### src/rtl/uart_index_assembler_pkg.sv
// Shared constants, state encoding and helpers for the UART sine-index frame assembler.
package uart_index_assembler_pkg;

   localparam logic [3:0] BROADCAST_ID           = 4'hF;
   localparam logic [1:0] ERR_PARITY             = 2'b01;
   localparam logic [1:0] ERR_TIMEOUT            = 2'b10;
   localparam logic [1:0] ERR_ID                 = 2'b11;
   localparam int         DEFAULT_TIMEOUT_CYCLES = 2400;

   typedef enum logic {
      WAIT_HI = 1'b0,
      WAIT_LO = 1'b1
   } state_t;

   function automatic logic id_accept(input logic [3:0] id, input logic [3:0] module_id);
      return (id == module_id) || (id == BROADCAST_ID);
   endfunction

endpackage

### src/rtl/uart_index_assembler_interbyte_timer.sv
// Clearable up-counter that flags expiry once it has counted TIMEOUT_CYCLES-1 enabled cycles.
module uart_index_assembler_interbyte_timer
   import uart_index_assembler_pkg::*;
#(
   parameter int TIMEOUT_CYCLES = DEFAULT_TIMEOUT_CYCLES
) (
   input  logic clk,
   input  logic reset,
   input  logic i_clear,
   input  logic i_en,
   output logic o_expire
);

   localparam int CNT_W = $clog2(TIMEOUT_CYCLES + 1);

   logic [CNT_W-1:0] r_count;

   always_ff @(posedge clk or posedge reset) begin
      if (reset) begin
         r_count <= '0;
      end else if (i_clear) begin
         r_count <= '0;
      end else if (i_en) begin
         r_count <= r_count + 1'b1;
      end
   end

   assign o_expire = i_en && (r_count == CNT_W'(TIMEOUT_CYCLES - 1));

endmodule

### src/rtl/uart_index_assembler.sv
// Rebuilds 12-bit sine indices from two-byte UART frames with timeout and parity handling.
// Optional ID filtering is enabled by defining INDEX_ID_FILTER_EN.
module uart_index_assembler
   import uart_index_assembler_pkg::*;
#(
   parameter logic [3:0] MODULE_ID      = 4'h1,
   parameter int         TIMEOUT_CYCLES = DEFAULT_TIMEOUT_CYCLES,
   parameter int         ERR_CNT_W      = 8
) (
   input  logic                 clk,
   input  logic                 reset,
   input  logic [7:0]           data_received,
   input  logic                 rx_done,
   input  logic                 parity_error,
   output logic [11:0]          sin_index,
   output logic [3:0]           frame_id,
   output logic                 index_valid,
   output logic                 frame_error,
   output logic [1:0]           error_code,
   output logic [ERR_CNT_W-1:0] err_count
);

`ifdef INDEX_ID_FILTER_EN
   localparam bit ID_FILTER_ON = 1'b1;
`else
   localparam bit ID_FILTER_ON = 1'b0;
`endif

   function automatic logic [ERR_CNT_W-1:0] sat_inc(input logic [ERR_CNT_W-1:0] v);
      return (&v) ? v : v + 1'b1;
   endfunction

   logic                 r_rx_d;
   logic                 r_evt;
   logic [7:0]           r_data;
   logic                 r_par;
   state_t               r_state;
   logic [3:0]           r_id;
   logic [3:0]           r_hi;
   logic [11:0]          r_sin_index;
   logic [3:0]           r_frame_id;
   logic                 r_index_valid;
   logic                 r_frame_error;
   logic [1:0]           r_error_code;
   logic [ERR_CNT_W-1:0] r_err_count;
   logic                 w_expire;
   logic                 w_accept;

   // Edge-detect stage: one event per received byte, data captured alongside.
   always_ff @(posedge clk or posedge reset) begin
      if (reset) begin
         r_rx_d <= 1'b0;
         r_evt  <= 1'b0;
         r_data <= '0;
         r_par  <= 1'b0;
      end else begin
         r_rx_d <= rx_done;
         r_evt  <= rx_done & ~r_rx_d;
         r_data <= data_received;
         r_par  <= parity_error;
      end
   end

   uart_index_assembler_interbyte_timer #(
      .TIMEOUT_CYCLES(TIMEOUT_CYCLES)
   ) u_timer (
      .clk     (clk),
      .reset   (reset),
      .i_clear (r_state == WAIT_HI),
      .i_en    (r_state == WAIT_LO),
      .o_expire(w_expire)
   );

   assign w_accept = !ID_FILTER_ON || id_accept(r_id, MODULE_ID);

   // Frame FSM with registered outputs; a byte event takes priority over timer expiry.
   always_ff @(posedge clk or posedge reset) begin
      if (reset) begin
         r_state       <= WAIT_HI;
         r_id          <= '0;
         r_hi          <= '0;
         r_sin_index   <= '0;
         r_frame_id    <= '0;
         r_index_valid <= 1'b0;
         r_frame_error <= 1'b0;
         r_error_code  <= '0;
         r_err_count   <= '0;
      end else begin
         r_index_valid <= 1'b0;
         r_frame_error <= 1'b0;
         case (r_state)
            WAIT_HI: begin
               if (r_evt) begin
                  if (r_par) begin
                     r_frame_error <= 1'b1;
                     r_error_code  <= ERR_PARITY;
                     r_err_count   <= sat_inc(r_err_count);
                  end else begin
                     r_id    <= r_data[7:4];
                     r_hi    <= r_data[3:0];
                     r_state <= WAIT_LO;
                  end
               end
            end
            WAIT_LO: begin
               if (r_evt) begin
                  r_state <= WAIT_HI;
                  if (r_par) begin
                     r_frame_error <= 1'b1;
                     r_error_code  <= ERR_PARITY;
                     r_err_count   <= sat_inc(r_err_count);
                  end else if (w_accept) begin
                     r_sin_index   <= {r_hi, r_data};
                     r_frame_id    <= r_id;
                     r_index_valid <= 1'b1;
                  end else begin
                     r_frame_error <= 1'b1;
                     r_error_code  <= ERR_ID;
                     r_err_count   <= sat_inc(r_err_count);
                  end
               end else if (w_expire) begin
                  r_state       <= WAIT_HI;
                  r_frame_error <= 1'b1;
                  r_error_code  <= ERR_TIMEOUT;
                  r_err_count   <= sat_inc(r_err_count);
               end
            end
            default: r_state <= WAIT_HI;
         endcase
      end
   end

   assign sin_index   = r_sin_index;
   assign frame_id    = r_frame_id;
   assign index_valid = r_index_valid;
   assign frame_error = r_frame_error;
   assign error_code  = r_error_code;
   assign err_count   = r_err_count;

endmodule

### config.mk
export PLATFORM = sky130hd
export DESIGN_NAME = uart_index_assembler
export DESIGN_NICKNAME = d
export VERILOG_FILES = /design/src/rtl/uart_index_assembler_pkg.sv /design/src/rtl/uart_index_assembler_interbyte_timer.sv /design/src/rtl/uart_index_assembler.sv
export SDC_FILE = /design/constraint.sdc
export NUM_CORES = 1
export LEC_CHECK = 0
export CAP_MARGIN = 20
export CORE_MARGIN = 1.5
export CORE_UTILIZATION = 50
export CTS_CLUSTER_DIAMETER = 50
export DETAILED_ROUTE_END_ITERATION = 10
export DONT_BUFFER_PORTS = 1
export SLEW_MARGIN = 10
export SYNTH_ARGS = -nofsm -noshare
export SYNTH_HDL_FRONTEND = slang
export SYNTH_SLANG_ARGS = --single-unit
### constraint.sdc
create_clock -name clk -period 3.1 [get_ports clk]
set_input_delay 0.93 -clock clk [delete_from_list [all_inputs] [get_ports clk]]
set_output_delay 0.93 -clock clk [all_outputs]
set_load 0.1 [all_outputs]
### Word level (Yosys, flattened, before mapping)

Cells that the tools add are included.

| cells by class | value |
|---|---|
| $add $sub $neg | 2 |
| equal/unequal tests | 3 |
| mux-type cells | 23 |
| bitwise logic cells | 4 |
| reduce and logical (&&, ||, !) cells | 5 |

Operators by type and width:

| cell | number |
|---|---|
| 2-to-1 mux 8 bit | 5 |
| one-hot mux 8 bit (2 select lines) | 1 |
| adder 12 x 1 -> 12 bit (second input constant) | 1 |
| == test 12 bit (second input constant) | 1 |
| 2-to-1 mux 12 bit | 1 |
| 2-to-1 mux 1 bit | 9 |
| adder 8 x 1 -> 8 bit (second input constant) | 1 |
| 2-to-1 mux 2 bit | 4 |
| AND reduction 8 bit | 1 |
| AND reduction 3 bit | 2 |
| one-hot mux 1 bit (2 select lines) | 2 |
| one-hot mux 2 bit (2 select lines) | 1 |
| inequality test 3 x 2 -> 1 bit (second input constant) | 1 |
| inverter 1 bit | 3 |
| inequality test 2 bit (second input constant) | 1 |
| AND reduction 2 bit | 1 |
| AND 1 bit | 1 |
| logical AND 1 bit | 1 |

| word-level totals | value |
|---|---|
| flip-flop bits (word level) | 60 |
| output and inout port bits | 28 |
| word-level logic and storage cells | 51 |

### Logic depth before layout (Yosys ltp)

Gate-level depths: netlist (run 1).

| depth | value |
|---|---|
| word-level depth | 5 |
| depth in mapped cells | 5 |

### By module

A second synthesis (run 1) with hierarchy kept.

| second synthesis, totals | value |
|---|---|
| cells, all modules | 217 |
| area total of the unflattened synthesis | 2,418.6 µm² |

By module, submodules not included:

| module | instances | cells each | area an instance (µm²) | seq. area each (µm²) |
|---|---|---|---|---|
| uart_index_assembler | 1 | 151 | 1,766.7 | 1,201.2 |
| uart_index_assembler_interbyte_timer | 1 | 66 | 651.9 | 300.3 |

### Worst setup path after synthesis (run 1)

No wires, ideal clock.

| path | value |
|---|---|
| path kind | register to register |
| start point | register r_err_count[0], in the netlist err_count[0] |
| end point | register r_err_count[1], in the netlist err_count[1] |
| library setup time | 0.128 ns |
| arrival | 2.076 ns |
| required time | 2.972 ns |
| path slack | 0.896 ns |
| stages on the path, launching flop included | 6 |
| period minus slack after synthesis | 2.204 ns |
| path through | dfrtp_1 > ha_1 > nand3_1 > nor2_1 > nor3_2 > mux2_1 |

| on the way | value |
|---|---|
| longest elaborated chain between the ends | 5 |
| elaborated cells between the ends (all ways) | 8 |
| those cells by class | add/sub (1); mux (6); reduce/logical (1) |

Ends and longest elaborated chain:

| element | line | text |
|---|---|---|
| start, declared | uart_index_assembler.sv:45 | `logic [ERR_CNT_W-1:0] r_err_count;` |
| start signal, assigned | uart_index_assembler.sv:97 | `r_err_count <= sat_inc(r_err_count);` |
| start signal, assigned | uart_index_assembler.sv:111 | `r_err_count <= sat_inc(r_err_count);` |
| start signal, assigned | uart_index_assembler.sv:119 | `r_err_count <= sat_inc(r_err_count);` |
| adder 8 x 1 -> 8 bit or AND reduction 8 bit (tied branches) | uart_index_assembler.sv:30 | `return (&v) ? v : v + 1'b1;` |
| 2-to-1 mux 8 bit * | uart_index_assembler.sv:30 |  |
| 2-to-1 mux 8 bit (on tied branches) | uart_index_assembler.sv:121, uart_index_assembler.sv:94, uart_index_assembler.sv:108 |  |
| 2-to-1 mux 8 bit (on tied branches) | uart_index_assembler.sv:106, uart_index_assembler.sv:93 |  |
| one-hot mux 8 bit (2 select lines) * | uart_index_assembler.sv:91 | `case (r_state)` |

Every way passes the cells marked *; elsewhere a longest branch is shown, timed or not. The select of a mux whose other input is x is not followed.
A chain may end at the register's enable or synchronous reset.

### Worst setup path in the final report (run 1)

| path | value |
|---|---|
| start point | register r_err_count[7], in the netlist err_count[7] |
| end point | output port err_count[7] |

RTL lines:

| element | line | text |
|---|---|---|
| end, declared | uart_index_assembler.sv:20 | `output logic [ERR_CNT_W-1:0] err_count` |

No word-level cell between the ends.

==> reports/qor.yml, run 1 <==
route:
  vias_per_cell: 5.41
  drc: 0
  drt-initial-drc-count: 53
  num_vias: 1526
  drtPass1Iterations: 4
  final_antenna_net_count: 0
  wl_per_cell_um: 15.1
  wl_mm: 4.26
synthesis:
  syn_inst: 205
  synth.distinct_cells: 29
  yosys_warnings: 0
  synth-seq-cells: 60
  synth_area_um2: 2410
  synthArstFlopShare_pct: 100
  synth-edff-count: 0
  yosysSeqAreaShare_pct: 62.4
  synth_ff_type: "dfrtp_1"
  postSynthNetCount: 219
  avgSynthCellArea_um2: 11.7
placed_design:
  place_area_um2: 2540
  hpwl_mm: 2.90
  portBuffers: 0
  place_congestion: 0.803
cts:
  clkTransAtPathRegs_ps: 70
  clockBufferDepth: 2
  cts_tree: "done"
  h-tree-depth: 3
  cts_resized: 0
  clock-root-buffer: "clkbuf_8"
  postCtsSetupRepairBufs: 0
  numClockSinks: 60
  hold_buffers: 0
  clk_latency_ps: 320
  cts_buffers: 9
floorplanning:
  core_um2: 4690
  start_util_pct: 51.3
  die_w_um: 72.4
  dieArea_um2: 5240
  die_h_um: 72.4
  io_pins: 40
  rows: 25
power_and_ir_drop:
  p_total_uw: 2780
  irDropWorstVdd_mv: 0.646
  p_leak_uw: 0.00130
  p_per_area_nw_per_um2: 1020
worst_setup_path:
  cp-start-kind: "flop"
  arrival_ps: 1310
  critPathRequiredTime_ps: 2170
  endpoint_kind: "output pin"
  path_depth: 0
  path_max_fanout: 5
  r2r_cells: 4
  worstSetupPathType: "flop to output pin"
  reg2reg_slack_ps: 1000
  r2r-end: "err_count[1]"
  r2r_start: "err_count[7]"
status:
  status: "finished clean"
timing:
  grt_setup_unrepaired: "false"
  relSlewSlack_pct: 36.1
  final.setup_skew_ps: 9.91
  hold_violations: 0
  max_freq_mhz: 447
  fin_crit_ps: 2240
  drv_slew: 0
  post-route-period-util_pct: 72.1
  finalSetupViolations: 0
  worst_pin_slew_ps: 959
  fin_setup_tns_ps: 0
  whs_ps: 401
cells_and_area:
  multi_input_area_um2: 871
  antennaDiodeCount: 0
  fillers: 402
  nets: 237
  seqCellArea_um2: 1500
  design_area_um2: 2720
  drive_above_1_share_pct: 18.0
  synthToLayoutAreaGrowth_pct: 13.1
global_routing:
  grtUsageMet3_pct: 5.14
  grt_pass1_vias: 1523
  grt_usage_pct: 17.9
  grt.met2_usage_pct: 28.6
  grt_first_pass_wirelength_mm: 7.04
  antenna_found_initial: 0
  use_met1_pct: 21.9
  grt_overflow: 0
  grt-busiest-layer: "met2"
  grt_max_degree: 35
min_path:
  holdPathStages: 1
  hold-path-endpoint: "r_evt"
  hold_start: "r_rx_d"
  hp-class: "flop to flop"
run:
  cap_violations: 0
[final cells by class]
| type | instances | share of cell area (%) |
|---|---|---|
| flip-flops and latches | 60 | 55.2 |
| multi-input cells | 136 | 32.0 |
| clock buffers | 11 | 4.83 |
| repair buffers | 10 | 2.76 |
| well taps | 54 | 2.48 |
| clock inverters | 5 | 1.93 |
| inverters | 6 | 0.828 |
[metrics by stage]
step,util (%),setup slack (ps),cells
floorplan,-,685,205
global placement,54.1,1060,266
detailed placement,54.1,1020,266
CTS,58.0,844,282
global route,58.0,833,282
finish,58.0,865,282
[how the worst max path moves through the flow]
stage / from / end / slack [ps]
floorplan: reset / err_count[0] / 690
global placement: err_count[7] / err_count[1] / 1060
detailed placement: err_count[7] / err_count[1] / 1020
CTS: err_count[7] / err_count[7] / 840
global route: err_count[7] / err_count[7] / 830
finish: err_count[7] / err_count[7] / 860
[kinds of logic (layout without fill, tap and decap cells)]
logic type	count (synthesis)	after routing	synth area share, %
AOI/OAI and AO/OA	6	6	1.77
muxes	12	12	5.62
adders and majority gates	2	2	1.04
DFF	60	60	62.4
xor gates and xnor gates	14	14	5.10
and+or+nand+nor	102	102	22.7
buffers and inverters	9	32	1.40
[Yosys cell counts (all sizes together) (2+ instances only)]
library cell / instances / share of area (%)
ha: 2 / 1.0
nand4bb: 2 / 0.94
dfrtp: 60 / 62
xnor2: 4 / 1.5
o21ai: 2 / 0.42
mux2: 12 / 5.6
nand3: 6 / 1.2
clkbuf: 3 / 0.47
nand2: 54 / 8.4
nor4b: 3 / 1.9
nand4: 5 / 1.3
nor2: 5 / 0.78
xor2: 10 / 3.6
inv: 5 / 0.78
and2: 11 / 2.9
nor4: 5 / 2.1
nor2b: 3 / 0.78
nor3: 5 / 1.5
[state kept, by name, indices dropped and copies added, names as in the netlist]
register	flops
r_data	8
r_hi	4
r_rx_d	1
r_par	1
r_evt	1
r_state	1
u_timer.r_count	12
err_count	8
index_valid	1
error_code	2
frame_error	1
sin_index	12
r_id	4
frame_id	4
[per-layer routing]
layer  share of wire (%)  vias to the layer above
met3                 5.2                        0
met4                   0                        0
met1                  44                      776
met5                   0                        -
met2                  51                       35
li1                    -                      715
[power by group]
group | total (uW) | switching, uW | internal (uW)
registers | 1620 | 695 | 922
logic | 526 | 388 | 138
clock network | 641 | 274 | 367
[layout by cell type (no fill, tap or decap), types with 4 or more instances in the layout]
master,synthesis,layout
dfrtp_1,60,60
xor2_1,10,10
mux2_1,4,4
nand2_1,54,54
clkbuf_8,0,9
inv_1,5,4
and2_1,11,11
nor2_1,5,5
buf_4,0,10
xnor2_1,4,4
nand4_1,5,5
nand3_1,6,6
mux2_2,8,8
Note: power is estimated with default switching activity, not from simulation.
==> run 2, diff against run 1 <==
==> constraint.sdc (replaced) <==
create_clock -name clk -period 2.3 [get_ports clk]
set_input_delay 0.69 -clock clk [delete_from_list [all_inputs] [get_ports clk]]
set_output_delay 0.69 -clock clk [all_outputs]
set_load 0.1 [all_outputs]
==> run 2 against run 1 <==
Register-to-register slack got worse by 760 ps. Sequential share of layout area is 3.8 points lower. Worst hold slack got worse by 140 ps. Final area rose by 7.5%. Routed wire length rose by 1.0%. Total power increased by 47%. Core utilization is 4.3 points higher. Clock power up 61%. Count of clock-buffer cells in the layout rose by 1.
==> reports/qor.yml, run 2 (synthesized netlist as in run 1, its figures left out) <==
worst_setup_path:
  crit_end: "err_count[7]"
  arrival_ps: 2270  # +960 ps
  r2r_cells: 4  # unchanged
  endpoint_kind: "flop"
  path_max_fanout: 16  # +11
  worstSetupPathType: "flop to flop"
  cp-start-kind: "flop"
  reg2reg_slack_ps: 240  # -760 ps
  r2r-end: "err_count[7]"
  critPathRequiredTime_ps: 2510  # +340 ps
  r2r_start: "r_state"
  cp-startpoint: "r_state"
timing:
  hold_violations: 0  # unchanged
  relSlewSlack_pct: 50.6  # +15 points
  fin_crit_ps: 2060
  max_freq_mhz: 486
  drv_slew: 0  # unchanged
  post-route-period-util_pct: 89.5
  fin_ws_ps: 241  # -624 ps
  finalSetupViolations: 0  # unchanged
  worst_pin_slew_ps: 738  # -221 ps
  final.setup_skew_ps: 4.93  # -4.98 ps
  whs_ps: 261  # -140 ps
  fin_setup_tns_ps: 0  # unchanged
  grt_setup_unrepaired: "false"
floorplanning:
  io_pins: 40  # unchanged
  die_h_um: 72.4  # unchanged
  rows: 25  # unchanged
  start_util_pct: 51.3  # unchanged
  dieArea_um2: 5240  # unchanged
  die_w_um: 72.4  # unchanged
  core_um2: 4690  # unchanged
cts:
  hold_buffers: 0  # unchanged
  cts_buffers: 9  # unchanged
  cts_tree: "done"
  postCtsSetupRepairBufs: 0  # unchanged
  clock-root-buffer: "clkbuf_8"
  cts_resized: 0  # unchanged
  clockBufferDepth: 2  # unchanged
  h-tree-depth: 3  # unchanged
  clk_latency_ps: 330  # about the same
  clkTransAtPathRegs_ps: 70  # about the same
  numClockSinks: 60  # unchanged
cells_and_area:
  nets: 258  # +8.9%
  drive_above_1_share_pct: 24.9  # +6.9 points
  layout_common_cells: "dfrtp_1, nand2_1, buf_4, and2_1"
  antennaDiodeCount: 0  # unchanged
  final_common_cell: "dfrtp_1"
  synthToLayoutAreaGrowth_pct: 21.6
  final_cells: 303  # +7.4%
  final_util_pct: 62.3  # +4.3 points
global_routing:
  grt_max_degree: 40  # +14%
  grt_pass1_vias: 1605  # +5.4%
  antenna_found_initial: 0  # unchanged
  grt_overflow: 0  # unchanged
  grt_first_pass_wirelength_mm: 7.25  # +2.9%
  grt_usage_pct: 18.6  # +0.70 points
placed_design:
  portBuffers: 0  # unchanged
  hpwl_mm: 2.95  # +1.8%
  dp_cells: 287  # +7.9%
  place_congestion: 0.846  # +5.3%
  dp_slack_ps: 237  # -780 ps
route:
  num_vias: 1569  # +2.8%
  drtPass1Iterations: 4  # unchanged
  vias_per_cell: 5.18  # -4.3%
  drt-initial-drc-count: 79  # +49%
  drc: 0  # unchanged
  dr_wl_met3_um: 229  # +3.6%
  top_layer: "met4"
  met2WireLength_mm: 2.04  # -5.6%
  wl_met1_mm: 1.95  # +4.1%
  final_antenna_net_count: 0  # unchanged
  wl_mm: 4.30  # +1.0%
  wl_per_cell_um: 14.2  # -6.0%
status:
  status: "finished clean"
power_and_ir_drop:
  irDropWorstVdd_mv: 0.770  # +19%
  p_leak_uw: 0.00143  # +9.7%
  switchingPower_uw: 1880  # +38%
  seqPwrFrac_pct: 33.9  # -24 points
  combPwrFrac_pct: 40.9  # +22 points
  p_per_area_nw_per_um2: 1400  # +37%
  clkPwrFrac_pct: 25.2  # +2.2 points
  power.internal_uw: 2220  # +55%
  switching_share_pct: 45.9  # -2.9 points
min_path:
  hp-class: "input pin to asynchronous set/reset pin"
run:
  cap_violations: 0  # unchanged
==> run 2: final cells by class <==
cell class                 count  area (um^2)
tap                           54         67.6
fill                         375         1770
multi-input combinational    136          871
sequential                    60         1500
inverter                       6         22.5
timing repair buffer          31          245
clock buffer                  12          145
clock inverter                 4         72.6
==> run 2: worst min path at each step <==
stage	endpoint	slack, ps
floorplan	r_evt	380
global route	frame_id[0]	300
detailed placement	r_evt	390
CTS	err_count[3]	270
global placement	r_evt	380
finish	r_id[0]	260
==> run 2: stage by stage <==
step,instance area (um^2),total power (uW)
floorplan,2410,2740
global placement,2710,3060
detailed placement,2710,3090
CTS,2930,4130
global route,2930,4260
finish,2930,4100
==> run 2: per-layer routing <==
metal,vias to the layer above,global-route usage [%]
met5,-,0
met1,763,22.9
li1,763,-
met3,10,7.08
met2,33,29.2
met4,0,8.60
==> run 2: critical path: stages (launching register included) <==
cell       delay (ps)
dfrtp_1           600
nand4bb_1         190
o31a_1            470
nor4_2            340
mux2_1            340
==> run 2: power by group through the flow <==
stage	combinational (uW)	clock [uW]	sequential (uW)
5_1_grt	1740	1100	1420
2_1_floorplan	236	0	2500
3_5_place_dp	1680	0	1410
3_3_place_gp	1660	0	1400
4_1_cts	1690	1050	1390
6_report	1680	1030	1390
==> run 3, diff against run 2 <==
==> constraint.sdc (replaced) <==
create_clock -name clk -period 2.4 [get_ports clk]
set_input_delay 0.72 -clock clk [delete_from_list [all_inputs] [get_ports clk]]
set_output_delay 0.72 -clock clk [all_outputs]
set_load 0.1 [all_outputs]
==> run 3 against run 2 <==
Count of clock-buffer cells in the layout decreased by 3. Non-clock buffer count decreased by 1. Global-route usage rose by 0.095 points. Critical path depth unchanged. Fmax increased by 0.40%. Cell count shrank 0.33%. Die area did not move. Critical path type unchanged. Largest power group unchanged.
==> reports/qor.yml, run 3 (synthesized netlist as in run 1, its figures left out) <==
worst_setup_path:
  cp-start-kind: "flop"
  r2r_cells: 4  # unchanged
  path_max_fanout: 16  # unchanged
  r2r-end: "err_count[7]"
  arrival_ps: 2280  # about the same
  endpoint_kind: "flop"
  r2r_start: "r_state"
  critPathRequiredTime_ps: 2630  # +120 ps
  crit_end: "err_count[7]"
  cp-startpoint: "r_state"
  reg2reg_slack_ps: 350  # +110 ps
  worstSetupPathType: "flop to flop"
floorplanning:
  core_um2: 4690  # unchanged
  die_w_um: 72.4  # unchanged
  rows: 25  # unchanged
  io_pins: 40  # unchanged
  start_util_pct: 51.3  # unchanged
  die_h_um: 72.4  # unchanged
  dieArea_um2: 5240  # unchanged
cts:
  clk_latency_ps: 340  # about the same
  clock-root-buffer: "clkbuf_8"
  postCtsSetupRepairBufs: 0  # unchanged
  h-tree-depth: 3  # unchanged
  cts_resized: 0  # unchanged
  hold_buffers: 0  # unchanged
  clkTransAtPathRegs_ps: 70  # about the same
  numClockSinks: 60  # unchanged
  clockBufferDepth: 2  # unchanged
  cts_tree: "done"
  cts_buffers: 9  # unchanged
cells_and_area:
  multi_input_area_um2: 871  # unchanged
  layout_common_cells: "dfrtp_1, nand2_1, buf_4, and2_1, xor2_1"
  nets: 257  # -0.39%
  drive_above_1_share_pct: 25.4  # +0.50 points
  seqCellArea_um2: 1500  # unchanged
  fillers: 379  # +1.1%
  antennaDiodeCount: 0  # unchanged
  final_common_cell: "dfrtp_1"
  synthToLayoutAreaGrowth_pct: 20.1
timing:
  finalSetupViolations: 0  # unchanged
  post-route-period-util_pct: 85.5  # -4.1 points
  drv_slew: 0  # unchanged
  max_freq_mhz: 488  # +0.40%
  fin_crit_ps: 2050  # -8.29 ps
  worst_pin_slew_ps: 721  # -16.6 ps
  final.setup_skew_ps: 5.45  # +0.522 ps
  grt_setup_unrepaired: "false"
  fin_setup_tns_ps: 0  # unchanged
  relSlewSlack_pct: 51.7  # +1.1 points
  hold_violations: 0  # unchanged
route:
  final_antenna_net_count: 0  # unchanged
  num_vias: 1565  # -0.25%
  drc: 0  # unchanged
  drtPass1Iterations: 4  # unchanged
  drt-initial-drc-count: 85  # +7.6%
  vias_per_cell: 5.18  # about the same
  wl_per_cell_um: 14.3  # +0.54%
  wl_mm: 4.31  # +0.21%
power_and_ir_drop:
  p_per_area_nw_per_um2: 1320  # -5.9%
  irDropWorstVdd_mv: 0.786  # +2.1%
  p_leak_uw: 0.00141  # -0.90%
  p_total_uw: 3810  # -7.0%
status:
  status: "finished clean"
global_routing:
  grt_usage_pct: 18.7  # +0.095 points
  grt_max_degree: 43  # +7.5%
  antenna_found_initial: 0  # unchanged
  grt_overflow: 0  # unchanged
  grt_first_pass_wirelength_mm: 7.25  # about the same
  grt_pass1_vias: 1548  # -3.6%
placed_design:
  place_congestion: 0.822  # -2.8%
  hpwl_mm: 2.99  # +1.4%
  portBuffers: 0  # unchanged
run:
  cap_violations: 0  # unchanged
min_path:
  hp-class: "input pin to asynchronous set/reset pin"
==> run 3: layer usage <==
metal / wire [um] / track usage [%] / vias up
li1: - / - / 760
met1: 1920 / 23.5 / 760
met2: 2060 / 28.7 / 38
met3: 258 / 6.25 / 7
met4: 71 / 10.1 / 0
met5: 0 / 0 / -
==> run 3: layout make-up <==
class                           instances  area share [%]
Clock buffer                            9            4.29
Tap cell                               54            2.34
Timing Repair Buffer                   30            8.23
Clock inverter                          7            2.29
Multi-Input combinational cell        136            30.1
Inverter                                6           0.779
Sequential cell                        60            51.9
==> run 3: where the power goes <==
part           total [uW]  internal (uW)  switching (uW)
logic                1600            304            1290
clock network         874            475             399
registers            1330           1210             127
==> run 3: stage by stage <==
step | cell area (um^2) | utilization, % | worst slack, ps | cells | hold slack (ps)
2_1_floorplan | 2410 | - | 195 | 205 | 378
3_3_place_gp | 2700 | 57.5 | 398 | 286 | 384
3_5_place_dp | 2700 | 57.5 | 343 | 286 | 401
4_1_cts | 2890 | 61.6 | 333 | 302 | 275
5_1_grt | 2890 | 61.6 | 141 | 302 | 281
6_report | 2890 | 61.6 | 349 | 302 | 253
==> run 3: how the worst min path moves through the flow <==
| stage | end | slack, ps | depth (start not counted) |
|---|---|---|---|
| final | sin_index[11] | 250 | 1 |
| after global routing | sin_index[11] | 280 | 1 |
| after CTS | sin_index[11] | 270 | 1 |
| after detailed placement | r_evt | 400 | 1 |
| after global placement | r_evt | 380 | 1 |
| after floorplan | r_evt | 380 | 1 |
==> run 3: critical path, cell delays in order, from the launching register on <==
cell,delay [ps]
dfrtp_1,600
nand4bb_1,190
o31a_1,470
nor4_2,330
mux2_1,340
